**src/rtl/paint_ctrl_pkg.sv**
```systemverilog
// paint_ctrl_pkg.sv - State codes, mouse command encodings and tool-width helper for paint_control_fsm
package paint_ctrl_pkg;

    // 4-bit state codes; 11..15 are unused and recover to CLEAR.
    typedef enum logic [3:0] {
        S_IDLE          = 4'd0,
        S_MOVE          = 4'd1,
        S_WAIT          = 4'd2,
        S_CLEAN         = 4'd3,
        S_DRAW          = 4'd4,
        S_ERASE         = 4'd5,
        S_CLEAR_WAIT    = 4'd6,
        S_CLEAR         = 4'd7,
        S_RESET_MOUSE   = 4'd8,
        S_TX_WAIT       = 4'd9,
        S_DISABLE_MOUSE = 4'd10
    } state_t;

    // Payload carried on oEnableMouse with each host-to-mouse command.
    localparam logic CMD_MOUSE_ENABLE  = 1'b1;
    localparam logic CMD_MOUSE_DISABLE = 1'b0;

    // Tool index width: max(1, clog2(num_tools)).
    function automatic int tool_w(input int num_tools);
        return (num_tools <= 2) ? 1 : $clog2(num_tools);
    endfunction

endpackage

```
**src/rtl/ctrl_cycle_counter.sv**
```systemverilog
// ctrl_cycle_counter.sv - Cycle counter with sync clear, enable and terminal-compare flag
//  Ports: iClk, iResetn (sync active-low), clr (zero next cycle), en (count up),
//         term (compare value), hit (count == term).
module ctrl_cycle_counter #(
    parameter int CNT_W = 21
) (
    input  logic             iClk,
    input  logic             iResetn,
    input  logic             clr,
    input  logic             en,
    input  logic [CNT_W-1:0] term,
    output logic             hit
);

    logic [CNT_W-1:0] count;

    always_ff @(posedge iClk) begin
        if (!iResetn) begin
            count <= '0;
        end else if (clr) begin
            count <= '0;
        end else if (en) begin
            count <= count + {{(CNT_W-1){1'b0}}, 1'b1};
        end
    end

    assign hit = (count == term);

endmodule

```
**src/rtl/paint_control_fsm.sv**
```systemverilog
// paint_control_fsm.sv - Mouse paint pipeline control FSM (move/draw/erase/clear, tool latch, pacing, watchdog, mouse cmds)
//  Inputs : iClk, iResetn (sync active-low), iBtnL, iBtnR, iMove, iClear, iDone, iToolSel, iTxAck
//  Outputs: oState (state code), oTool (latched tool), oEnableMouse (command payload),
//           oStartTransmission (1-cycle command start), oTimeout (sticky watchdog flag)
//  Build option: CLEAR_MOUSE_DISABLE_EN - disable the mouse for the duration of a clear.
module paint_control_fsm
    import paint_ctrl_pkg::*;
#(
    parameter int NUM_TOOLS         = 4,
    parameter int TOOL_W            = tool_w(NUM_TOOLS),
    parameter int ANIM_DELAY_CYCLES = 16,
    parameter int DONE_TIMEOUT      = 2**20,
    parameter int CNT_W             = 21
) (
    input  logic              iClk,
    input  logic              iResetn,
    input  logic              iBtnL,
    input  logic              iBtnR,
    input  logic              iMove,
    input  logic              iClear,
    input  logic              iDone,
    input  logic [TOOL_W-1:0] iToolSel,
    input  logic              iTxAck,
    output logic [3:0]        oState,
    output logic [TOOL_W-1:0] oTool,
    output logic              oEnableMouse,
    output logic              oStartTransmission,
    output logic              oTimeout
);

    localparam int               WAIT_CYCLES = (ANIM_DELAY_CYCLES < 1) ? 1 : ANIM_DELAY_CYCLES;
    localparam logic [CNT_W-1:0] WAIT_LAST   = CNT_W'(WAIT_CYCLES - 1);
    localparam logic [CNT_W-1:0] WD_LAST     = CNT_W'((DONE_TIMEOUT > 0) ? DONE_TIMEOUT - 1 : 0);
    localparam bit               WD_EN       = (DONE_TIMEOUT > 0);
    localparam logic [TOOL_W:0]  TOOL_LIMIT  = (TOOL_W + 1)'(NUM_TOOLS);

    state_t           state;
    state_t           state_next;
    logic             init_pend;
    logic             tx_from_disable;   // TX_WAIT returns to CLEAR instead of IDLE
    logic             guarded;
    logic             cnt_en;
    logic             cnt_hit;
    logic             wd_fire;
    logic [CNT_W-1:0] cnt_term;

    // One counter serves both the WAIT pacing and the datapath watchdog,
    // since the two never run in the same state.
    assign cnt_term = (state == S_WAIT) ? WAIT_LAST : WD_LAST;

    ctrl_cycle_counter #(
        .CNT_W (CNT_W)
    ) u_cnt (
        .iClk    (iClk),
        .iResetn (iResetn),
        .clr     (state_next != state),
        .en      (cnt_en),
        .term    (cnt_term),
        .hit     (cnt_hit)
    );

    always_comb begin
        guarded    = (state == S_MOVE) || (state == S_CLEAN) || (state == S_DRAW) ||
                     (state == S_ERASE) || (state == S_CLEAR);
        cnt_en     = guarded || (state == S_WAIT);
        // A completion arriving on the terminal cycle wins over the watchdog.
        wd_fire    = WD_EN && guarded && !iDone && cnt_hit;
        state_next = state;
        if (wd_fire) begin
            state_next = S_RESET_MOUSE;
        end else begin
            case (state)
                S_IDLE: begin
                    if (iMove)       state_next = S_MOVE;
                    else if (iBtnL)  state_next = S_DRAW;
                    else if (iBtnR)  state_next = S_ERASE;
                    else if (iClear) state_next = S_CLEAR_WAIT;
                end
                S_MOVE:  if (iDone)   state_next = S_WAIT;
                S_WAIT:  if (cnt_hit) state_next = S_CLEAN;
                S_CLEAN, S_DRAW, S_ERASE: if (iDone) state_next = S_IDLE;
                S_CLEAR_WAIT: begin
                    if (!iClear) begin
`ifdef CLEAR_MOUSE_DISABLE_EN
                        state_next = S_DISABLE_MOUSE;
`else
                        state_next = S_CLEAR;
`endif
                    end
                end
                S_CLEAR: begin
                    if (iDone) begin
                        state_next = (init_pend || oEnableMouse == CMD_MOUSE_DISABLE) ?
                                     S_RESET_MOUSE : S_IDLE;
                    end
                end
                S_RESET_MOUSE: state_next = S_TX_WAIT;
                S_TX_WAIT: begin
                    if (iTxAck) state_next = tx_from_disable ? S_CLEAR : S_IDLE;
                end
`ifdef CLEAR_MOUSE_DISABLE_EN
                S_DISABLE_MOUSE: state_next = S_TX_WAIT;
`endif
                default: state_next = S_CLEAR;
            endcase
        end
    end

    // Outputs are registered off state_next so they line up with the state
    // they belong to (e.g. the TX pulse is high exactly while in RESET_MOUSE).
    always_ff @(posedge iClk) begin
        if (!iResetn) begin
            state              <= S_CLEAR;
            oTool              <= '0;
            oEnableMouse       <= CMD_MOUSE_ENABLE;
            oStartTransmission <= 1'b0;
            oTimeout           <= 1'b0;
            init_pend          <= 1'b1;
            tx_from_disable    <= 1'b0;
        end else begin
            state              <= state_next;
            oStartTransmission <= (state_next == S_RESET_MOUSE) || (state_next == S_DISABLE_MOUSE);
            if (state_next == S_RESET_MOUSE) begin
                oEnableMouse    <= CMD_MOUSE_ENABLE;
                init_pend       <= 1'b0;
                tx_from_disable <= 1'b0;
            end
            if (state_next == S_DISABLE_MOUSE) begin
                oEnableMouse    <= CMD_MOUSE_DISABLE;
                tx_from_disable <= 1'b1;
            end
            if (wd_fire) begin
                oTimeout <= 1'b1;
            end
            // Out-of-range tool requests keep the previous tool.
            if (state == S_IDLE && state_next == S_DRAW && {1'b0, iToolSel} < TOOL_LIMIT) begin
                oTool <= iToolSel;
            end
        end
    end

    assign oState = state;

endmodule
```
**config.mk**
```make
export PLATFORM = sky130hd
export DESIGN_NAME = paint_control_fsm
export DESIGN_NICKNAME = d
export VERILOG_FILES = /design/src/rtl/paint_ctrl_pkg.sv /design/src/rtl/ctrl_cycle_counter.sv /design/src/rtl/paint_control_fsm.sv
export SDC_FILE = /design/constraint.sdc
export NUM_CORES = 1
export LEC_CHECK = 0
export ABC_CLOCK_PERIOD_IN_PS = 2200
export BUFFER_PORTS_ARGS = -buffer_cell sky130_fd_sc_hd__buf_4
export CORE_AREA = 5 5 75 56
export CTS_CLUSTER_SIZE = 10
export DETAILED_ROUTE_END_ITERATION = 6
export DIE_AREA = 0 0 80 61
export GPL_TIMING_DRIVEN = 0
export HOLD_SLACK_MARGIN = 0.03
export PLACE_DENSITY = 0.73
export RECOVER_POWER = 25
export REMOVE_ABC_BUFFERS = 1
export SLEW_MARGIN = 20
export SYNTH_ARGS = -nofsm -noshare
export SYNTH_HDL_FRONTEND = slang
export SYNTH_SLANG_ARGS = --single-unit
```
**constraint.sdc**
```tcl
create_clock -name iClk -period 2.2 [get_ports iClk]
set_input_delay 0.11 -clock iClk [delete_from_list [all_inputs] [get_ports iClk]]
set_output_delay 0.11 -clock iClk [all_outputs]
set_load 0.03 [all_outputs]
```
==> results of run 1 <==
registers in the layout (all words and copies together) (netlist names):
| signal | flops |
|---|---|
| oStartTransmission | 1 |
| oEnableMouse | 1 |
| u_cnt.count | 21 |
| tx_from_disable | 1 |
| oTimeout | 1 |
| oState | 4 |
| oTool | 2 |
| init_pend | 1 |
cells in the mapped netlist (5+ instances only):
cell	n	share of area, %
inv_1	5	1.1
and3_1	12	4.4
nor3_2	10	5.9
dfxtp_1	32	38
nor2_1	17	3.7
nand3_1	6	1.8
nor3_1	5	1.5
xor2_1	17	8.7
nor4_1	5	1.8
nand4_1	10	3.7
nand2_1	19	4.2
critical path, cell delays in order (launching register included):
cell and delay, ps:
dfxtp_4 360, and3b_1 170, a221o_1 270, or4_4 520, a211oi_2 200, o211ai_1 140
buf_4 170, buf_4 160, nor3_2 160
cells by family (layout without fill, tap and decap cells):
family	after synthesis	count (layout)
buffers and inverters	13	42
xor gates and xnor gates	21	21
adders and majority gates	1	1
muxes	4	4
AOI/OAI and AO/OA	23	23
and+or+nand+nor	100	100
DFF	32	32
power by group through the flow:
stage / combinational [mW] / sequential [mW] / clock [mW]
after floorplan: 0.121 / 0.652 / 0
after global placement: 0.196 / 0.640 / 0
after detailed placement: 0.206 / 0.640 / 0
after CTS: 0.250 / 0.619 / 0.396
after global routing: 0.288 / 0.623 / 0.424
final: 0.264 / 0.622 / 0.381
worst max-delay path by stage:
stage	from	to	slack [ps]	cells after the start
after floorplan	oState[2]$_SDFF_PN1_	u_cnt.count[5]$_SDFFE_PP0P_	-690	6
after global placement	u_cnt.count[0]$_SDFFE_PP0P_	u_cnt.count[5]$_SDFFE_PP0P_	-1310	7
after detailed placement	oState[0]$_SDFF_PN1_	u_cnt.count[20]$_SDFFE_PP0P_	-540	8
after CTS	oState[1]$_SDFF_PN1_	u_cnt.count[20]$_SDFFE_PP0P_	4	8
after global routing	oState[1]$_SDFF_PN1_	u_cnt.count[5]$_SDFFE_PP0P_	-150	8
final	oState[1]$_SDFF_PN1_	u_cnt.count[5]$_SDFFE_PP0P_	-20	8
area by class of cell:
type | count | share of cell area (%)
Sequential cell | 32 | 31.4
Multi-Input combinational cell | 149 | 50.8
Inverter | 5 | 0.897
Timing Repair Buffer | 32 | 10.6
Tap cell | 50 | 2.99
Clock buffer | 5 | 3.29
through the flow:
stage | utilization (%) | hold WS [ps] | instance area (µm²)
6_report | 61.1 | 91.3 | 2090
5_1_grt | 61.1 | 103 | 2090
4_1_cts | 60.5 | 80.8 | 2070
3_5_place_dp | 54.9 | 366 | 1880
3_3_place_gp | 54.1 | 365 | 1850
2_1_floorplan | - | 172 | 1660
metal layers:
metal / vias up / GRT usage (%) / wire length, µm
met5: - / 0 / 0
met4: 0 / 4.34 / 36
met3: 4 / 5.34 / 215
met2: 44 / 22.6 / 1650
met1: 724 / 25.5 / 1990
li1: 767 / - / -
timing repair:
item | in CTS | in global routing
hold endpoints to repair | 0 | 0
resized for setup | 14 | 7
setup buffers | 10 | 1
endpoints found under the setup margin | 26 | 19
pin swaps | 5 | 3
==> impl_summary.log, run 1 <==
[metrics] pin count of the biggest net entering global routing: 17
[metrics] asr flop ratio synth: 0%
[metrics] antenna-violating nets left: 0
[metrics] startpoint of the lowest-slack register-to-register path: oState[1]$_SDFF_PN1_
[metrics] area of combinational cells with multiple inputs: 0.00106 mm²
[metrics] Setup Total Neg Slack: -55.7 ps
[metrics] Worst Setup Slack, final: -16.6 ps
[metrics] post-synthesis sequential element count: 32
[metrics] violated checks: setup timing
[metrics] worst hold path class: input pin to flip-flop
[metrics] WHS Endpoint: oState[1]$_SDFF_PN1_
[metrics] largest fanout on the critical path: 7
[metrics] I/O pin count: 19
[metrics] std cell rows: 18
[metrics] Routed wire per std cell: 14.3 µm
[metrics] Initial Utilization: 49.8%
[metrics] number of inserted diodes: 0
[metrics] Mapped Cells: 194
[metrics] Internal: 0.918 mW
[metrics] most frequent standard cell in the layout excluding fill and tap cells: buf_4
[metrics] leakage dissipation: 0.754 nW
[metrics] worst vdd rail ir drop: 0.399 mV
[metrics] count of input and output buffers: 18
[metrics] power per unit of standard cell area: 605 mW/mm²
[metrics] global-route wire length before repair: 6.28 mm
[metrics] number of filler cells placed in the layout: 301
[metrics] switching fraction of total power: 27.5%
[metrics] total number of nets in the final design: 236
[metrics] required time of the worst setup path: 2400 ps
[metrics] share of layout cells above drive strength 1: 26.9%
[metrics] slew at the pin with the worst max-slew slack: 798 ps
[metrics] most frequent cells in the layout: buf_4, dfxtp_1, nand2_1, xor2_1, nor2_1
[metrics] maximum clock frequency: 451 MHz
[metrics] first-iteration detailed-routing DRC count: 84
[metrics] worst setup slack for register-to-register paths: -20 ps
[metrics] crit end category: flip-flop
[metrics] instance count along the most critical hold path: 2
[metrics] relative area change from synthesis to final layout: 22.7%
[metrics] core area: 0.00342 mm²
[metrics] number of cells traversed by the worst register-to-register path: 8
[metrics] Netlist Area Pre-Place: 0.00171 mm²
[metrics] post-detailed-placement half-perimeter wirelength: 2.57 mm
[metrics] number of CTS-inserted buffers: 5
[metrics] clock transition at the register clock pins on the worst setup and hold paths after CTS: 60 ps
[metrics] gr usage total: 16.8%
[metrics] TritonRoute pass-1 iters: 4
[metrics] proportion of synthesized area in mux cells: 2.35%
[metrics] net switching component of the power: 0.349 mW
[metrics] synth warn: 0
[metrics] worst setup timing slack at the placement stage: -543 ps
[metrics] combinational family with the most area after synthesis: simple AND/OR/NAND/NOR gates
[metrics] clock share of power: 30.1%
[metrics] compound-cell area share of the yosys netlist: 10.7%
[metrics] register area: 658 µm²
[metrics] post-synthesis average cell area: 8.79 µm²
[metrics] insertion delay of the later-clocked pin in the worst-skew pair: 270 ps
[metrics] number of DRC violations after detailed routing: 0
[metrics] Cell Count, Final, Fillers Out: 273
[metrics] number of antenna violations at the first check in global routing: 0
[metrics] xor/xnor cell area share of the yosys netlist: 10.8%
[metrics] combinational power share: 20.9%
[metrics] setup repair after global routing missed its margin: true
[metrics] total clock sinks: 32
[metrics] share of synthesized area occupied by flip-flops and latches: 37.6%
[metrics] Setup-failing EPs final: 6
[metrics] H-tree level count: 2
[metrics] CP Data Arrival Time: 2420 ps
[metrics] final count of pins violating max slew: 0
[metrics] Hold Crit Start: iResetn
[metrics] number of synthesized flops with an enable pin: 0
[metrics] total of max-cap violations: 0
[metrics] area of the die: 0.00488 mm²
[metrics] via count normalized by instance count: 5.64
[metrics] post-synthesis share of cell area spent on and, or, nand and nor gates: 33.8%
[metrics] Max clock buf depth: 2
[metrics] terminus of the critical flop-to-flop path: u_cnt.count[5]$_SDFFE_PP0P_
[metrics] Slew headroom: 46.7%
[metrics] x dimension of the die: 80 µm
[metrics] ys flop type: dfxtp_1
[metrics] routability cong.: 0.813
[metrics] total power of the final layout: 1.27 mW
[metrics] worst clock skew on the final layout: 5.07 ps
[metrics] DRT Wirelength: 3.89 mm
[metrics] share of synthesized cell area in full adder, half adder and majority cells: 0.734%
[metrics] distinct cell type count after synthesis: 44
[metrics] via count of the first global-routing pass: 1305
[metrics] worst setup path class: flip-flop to flip-flop
[metrics] via total after detailed routing: 1539
[metrics] Final Hold Vio Count: 0
[metrics] overflow left after global routing: 0
[metrics] minimum clock period: 2220 ps
[metrics] cts-stage hold buffer count: 0
[metrics] outcome: finished with violations
[metrics] cell chosen for the clock root: clkbuf_8
[metrics] count of placed standard cells including taps: 257
[metrics] chip height: 61 µm
[metrics] Sequential Power Share: 49.1%
[metrics] TritonCTS clock tree: done
[metrics] Worst setup SP type: flip-flop
[metrics] post-route clock period utilization: 101%
Power figures use the tool's default switching activity.
==> run 2, diff against run 1 <==
CORE_AREA = 5 5 90 67   (was 5 5 75 56)
DIE_AREA = 0 0 95 72   (was 0 0 80 61)
PLACE_DENSITY = 0.51   (was 0.73)
==> impl_summary.log, run 2 (synthesis results as in run 1) <==
[metrics] crit end category: flip-flop
[metrics] Routed wire per std cell: 14.4 µm
[metrics] Worst setup SP type: flip-flop
[metrics] relative area change from synthesis to final layout: 31.7%
[metrics] H-tree level count: 2
[metrics] WHS: 79.1 ps
[metrics] outcome: finished with violations
[metrics] Slew headroom: 59.7%
[metrics] std cell rows: 22
[metrics] violated checks: setup timing
[metrics] required time of the worst setup path: 2420 ps
[metrics] post-route clock period utilization: 103%
[metrics] count of input and output buffers: 18
[metrics] number of flip-flops in the largest register: 21
[metrics] register area: 658 µm²
[metrics] insertion delay of the later-clocked pin in the worst-skew pair: 280 ps
[metrics] area of the die: 0.00684 mm²
[metrics] count of placed standard cells including taps: 280
[metrics] via count of the first global-routing pass: 1498
[metrics] worst hold path class: input pin to flip-flop
[metrics] terminus of the critical flop-to-flop path: u_cnt.count[19]$_SDFFE_PP0P_
[metrics] leakage dissipation: 0.811 nW
[metrics] worst setup slack for register-to-register paths: -60 ps
[metrics] CP Data Arrival Time: 2470 ps
[metrics] critical path's top delay family: simple AND/OR/NAND/NOR gates
[metrics] post-detailed-placement half-perimeter wirelength: 2.88 mm
[metrics] setup repair after global routing missed its margin: true
[metrics] number of antenna violations at the first check in global routing: 0
[metrics] via count normalized by instance count: 5.12
[metrics] slowest CP cell: or4_4
[metrics] total of max-cap violations: 0
[metrics] chip height: 72 µm
[metrics] Hold Crit Start: iResetn
[metrics] final core utilization: 44.3%
[metrics] minimum clock period: 2260 ps
[metrics] worst path cell trace: and3b_1 > a221o_1 > or4_4 > a211oi_2 > o211ai_1 > buf_4 > buf_6 > nor3_2
[metrics] TritonRoute pass-1 iters: 4
[metrics] clock transition at the register clock pins on the worst setup and hold paths after CTS: 70 ps
[metrics] routability cong.: 0.859
[metrics] cts-stage hold buffer count: 0
[metrics] startpoint of the lowest-slack register-to-register path: oState[1]$_SDFF_PN1_
[metrics] overflow left after global routing: 0
[metrics] area of combinational cells with multiple inputs: 0.00110 mm²
[metrics] pin count of the biggest net entering global routing: 17
[metrics] number of filler cells placed in the layout: 516
[metrics] Final Hold Vio Count: 0
[metrics] maximum clock frequency: 443 MHz
[metrics] Initial Utilization: 33.7%
[metrics] slew at the pin with the worst max-slew slack: 605 ps
[metrics] Setup-failing EPs final: 11
[metrics] cell chosen for the clock root: clkbuf_8
[metrics] number of CTS-inserted buffers: 5
[metrics] antenna-violating nets left: 0
[metrics] WHS Endpoint: oState[0]$_SDFF_PN1_
[metrics] Cell Count, Final, Fillers Out: 303
[metrics] total number of nets in the final design: 241
[metrics] largest fanout on the critical path: 7
[metrics] TritonCTS clock tree: done
[metrics] x dimension of the die: 95 µm
[metrics] total clock sinks: 32
[metrics] I/O pin count: 19
[metrics] core area: 0.00506 mm²
[metrics] most frequent cells in the layout: dfxtp_1, buf_4, nand2_1, xor2_1
[metrics] worst setup path class: flip-flop to flip-flop
[metrics] Max clock buf depth: 2
[metrics] worst path bufs/invs: 2
[metrics] first-iteration detailed-routing DRC count: 79
[metrics] power per unit of standard cell area: 660 mW/mm²
[metrics] Setup Total Neg Slack: -239 ps
[metrics] share of layout cells above drive strength 1: 32.9%
[metrics] worst setup timing slack at the placement stage: -500 ps
[metrics] DRT Wirelength: 4.37 mm
[metrics] via total after detailed routing: 1551
[metrics] worst vdd rail ir drop: 0.328 mV
[metrics] global-route wire length before repair: 7.26 mm
[metrics] number of DRC violations after detailed routing: 0
[metrics] number of inserted diodes: 0
[metrics] final count of pins violating max slew: 0
[metrics] register with the highest flop count: u_cnt.count
[metrics] worst clock skew on the final layout: 2.68 ps
[metrics] number of cells traversed by the worst register-to-register path: 8
[metrics] gr usage total: 13.5%
[metrics] Largest stage delay, worst path: 520 ps
[metrics] Worst Setup Slack, final: -56.3 ps
[metrics] instance count along the most critical hold path: 2
[run 2: cell count changes in the layout (fill, tap and decap cells not counted), sizes merged]
cell	before	now
buf	27	32
bufinv	0	1
clkbuf	10	11
clkinv	0	1
[run 2: layout make-up]
class | count | share of cell area [%]
repair buffers | 37 | 12.3
inverters | 5 | 0.836
multi-input cells | 149 | 48.8
clock buffers | 6 | 3.23
flip-flops and latches | 32 | 29.3
well taps | 72 | 4.01
clock inverters | 2 | 1.56
[run 2: routing by layer]
layer / track usage [%] / wire length (µm) / share of wire, % / vias up
met3: 4.35 / 223 / 5.1 / 7
li1: - / - / - / 773
met1: 19.3 / 2280 / 52 / 736
met4: 4.64 / 70 / 1.6 / 0
met2: 19.1 / 1800 / 41 / 35
met5: 0 / 0 / 0 / -
[run 2: how the worst max path moves through the flow]
stage / start / endpoint / cells after the start
after floorplan: oState[2]$_SDFF_PN1_ / u_cnt.count[5]$_SDFFE_PP0P_ / 6
after global placement: u_cnt.count[0]$_SDFFE_PP0P_ / u_cnt.count[5]$_SDFFE_PP0P_ / 7
after detailed placement: u_cnt.count[0]$_SDFFE_PP0P_ / u_cnt.count[7]$_SDFFE_PP0P_ / 9
after CTS: oState[1]$_SDFF_PN1_ / u_cnt.count[0]$_SDFFE_PP0P_ / 8
after global routing: oState[1]$_SDFF_PN1_ / u_cnt.count[19]$_SDFFE_PP0P_ / 8
final: oState[1]$_SDFF_PN1_ / u_cnt.count[19]$_SDFFE_PP0P_ / 8
[run 2: report_power, final]
group          switching (mW)  internal [mW]
combinational           0.156          0.132
sequential             0.0250          0.596
clock                   0.235          0.336
total                   0.417           1.06
[run 2: repair_timing]
| item | in CTS | in global routing |
|---|---|---|
| setup buffers | 14 | 1 |
| endpoints found under the setup margin | 29 | 23 |
| pin swaps | 10 | 15 |
| resized for setup | 20 | 16 |
[run 2: metrics by stage]
stage | total power [mW] | area, µm²
after detailed placement | 0.849 | 1910
after global placement | 0.842 | 1880
final | 1.48 | 2250
after floorplan | 0.773 | 1660
after CTS | 1.47 | 2190
after global routing | 1.55 | 2250
==> run 3, diff against run 2 <==
SKIP_CTS_REPAIR_TIMING = 1   (was unset)
==> impl_summary.log, run 3 (synthesis results as in run 1) <==
[metrics] antenna-violating nets left: 0
[metrics] Worst Setup Slack, final: -75.9 ps
[metrics] most frequent standard cell in the layout excluding fill and tap cells: buf_4
[metrics] TritonRoute pass-1 iters: 4
[metrics] slew at the pin with the worst max-slew slack: 600 ps
[metrics] post-detailed-placement half-perimeter wirelength: 2.88 mm
[metrics] number of cells traversed by the worst register-to-register path: 10
[metrics] gr usage total: 12.5%
[metrics] most frequent cells in the layout: buf_4, dfxtp_1, nand2_1, xor2_1, nor2_1
[metrics] DRT Wirelength: 4.31 mm
[metrics] H-tree level count: 2
[metrics] insertion delay of the later-clocked pin in the worst-skew pair: 280 ps
[metrics] net switching component of the power: 0.408 mW
[metrics] I/O pin count: 19
[metrics] Worst setup SP type: flip-flop
[metrics] first-iteration detailed-routing DRC count: 70
[metrics] x dimension of the die: 95 µm
[metrics] power per unit of standard cell area: 657 mW/mm²
[metrics] count of placed standard cells including taps: 280
[metrics] Final Hold Vio Count: 0
[metrics] minimum clock period: 2280 ps
[metrics] combinational power share: 19.9%
[metrics] TritonCTS clock tree: done
[metrics] std cell rows: 22
[metrics] number of CTS-inserted buffers: 5
[metrics] total power of the final layout: 1.49 mW
[metrics] Sequential Power Share: 42.1%
[metrics] worst hold path class: input pin to flip-flop
[metrics] final count of pins violating max slew: 0
[metrics] WL met2: 1.82 mm
[metrics] routability cong.: 0.859
[metrics] uppermost routed layer: met4
[metrics] share of layout cells above drive strength 1: 31.9%
[metrics] number of DRC violations after detailed routing: 0
[metrics] number of inserted diodes: 0
[metrics] required time of the worst setup path: 2410 ps
[metrics] leakage dissipation: 0.823 nW
[metrics] number of antenna violations at the first check in global routing: 0
[metrics] largest fanout on the critical path: 7
[metrics] cell chosen for the clock root: clkbuf_8
[metrics] core area: 0.00506 mm²
[metrics] total of max-cap violations: 0
[metrics] pin count of the biggest net entering global routing: 17
[metrics] DP Area: 0.00191 mm²
[metrics] Max clock buf depth: 2
[metrics] area of the die: 0.00684 mm²
[metrics] via total after detailed routing: 1548
[metrics] overflow left after global routing: 0
[metrics] Cell Count, Final, Fillers Out: 307
[metrics] worst setup path class: flip-flop to flip-flop
[metrics] total number of nets in the final design: 245
[metrics] worst path cell trace: buf_12 > and3b_1 > a221o_1 > or4_4 > a211oi_2 > o211ai_1 > buf_4 > buf_6 > buf_6 > nor3_2
[metrics] relative area change from synthesis to final layout: 32.7%
[metrics] chip height: 72 µm
[metrics] switching fraction of total power: 27.5%
[metrics] total clock sinks: 32
[metrics] worst vdd rail ir drop: 0.316 mV
[metrics] Largest stage delay, worst path: 430 ps
[metrics] global-route wire length before repair: 6.73 mm
[metrics] WHS: 81.8 ps
[metrics] Internal: 1.08 mW
[metrics] slowest CP cell: or4_4
[metrics] Slew headroom: 60.0%
[metrics] count of input and output buffers: 18
[metrics] Routed wire per std cell: 14.0 µm
[metrics] via count of the first global-routing pass: 1365
[metrics] setup repair after global routing missed its margin: true
[metrics] maximum clock frequency: 439 MHz
[metrics] via count normalized by instance count: 5.04
[metrics] Setup-failing EPs final: 14
[metrics] outcome: finished with violations
[metrics] worst clock skew on the final layout: 1.46 ps
[metrics] violated checks: setup timing
[metrics] length of routed wiring on met1: 2.23 mm
[metrics] crit end category: flip-flop
[metrics] clock share of power: 38.0%
[metrics] CP Data Arrival Time: 2490 ps
[metrics] instance count along the most critical hold path: 2
[metrics] post-route clock period utilization: 103%
[metrics] Initial Utilization: 33.7%
[metrics] Routed met3 length: 209 µm
[metrics] register with the highest flop count: u_cnt.count
[metrics] final design instance area without fill: 0.00226 mm²
[metrics] Setup Total Neg Slack: -667 ps
[metrics] most used cell along the critical path: buf_6
[metrics] clock transition at the register clock pins on the worst setup and hold paths after CTS: 70 ps
[metrics] number of flip-flops in the largest register: 21
[run 3: area by class of cell]
type | instances | area (µm²)
fillers | 526 | 2800
repair buffers | 41 | 310
clock inverters | 2 | 35.0
well taps | 72 | 90.1
flip-flops and latches | 32 | 658
inverters | 5 | 18.8
multi-input cells | 149 | 1080
clock buffers | 6 | 72.6
[run 3: metal layers]
layer | track usage, % | vias up
met3 | 4.35 | 5
met1 | 18.2 | 738
met5 | 0 | -
met2 | 17.1 | 25
met4 | 3.84 | 0
li1 | - | 780
[run 3: path summary, 6_finish.rpt]
kind / from / slack (ps) / end
setup reg to reg: oState[0]$_SDFF_PN1_ / -80 / u_cnt.count[1]$_SDFFE_PP0P_
setup / recovery: oState[0]$_SDFF_PN1_ / -80 / u_cnt.count[1]$_SDFFE_PP0P_
hold reg to reg: oTool[0]$_SDFFE_PN0P_ / 460 / oTool[0]$_SDFFE_PN0P_
hold / removal: iResetn / 80 / oState[1]$_SDFF_PN1_
[run 3: power groups by stage]
stage / Combinational [mW] / Sequential, mW / Clock [mW]
after CTS: 0.210 / 0.628 / 0.580
after global routing: 0.320 / 0.629 / 0.615
after detailed placement: 0.208 / 0.641 / 0
final: 0.296 / 0.625 / 0.566
after global placement: 0.200 / 0.642 / 0
after floorplan: 0.121 / 0.652 / 0
[run 3: critical path: cells and delay by family, from the launching register on]
family	cells	cell delay (ps)
AND/OR/NAND/NOR	3	680
flip-flops	1	370
buffers and inverters	4	530
AO/OA/AOI/OAI	3	610
[run 3: stage by stage]
step / setup slack [ps] / util (%)
2_1_floorplan: -690 / -
5_1_grt: -163 / 44.7
3_3_place_gp: -1440 / 37.1
4_1_cts: -521 / 39.9
3_5_place_dp: -500 / 37.8
6_report: -75.9 / 44.7
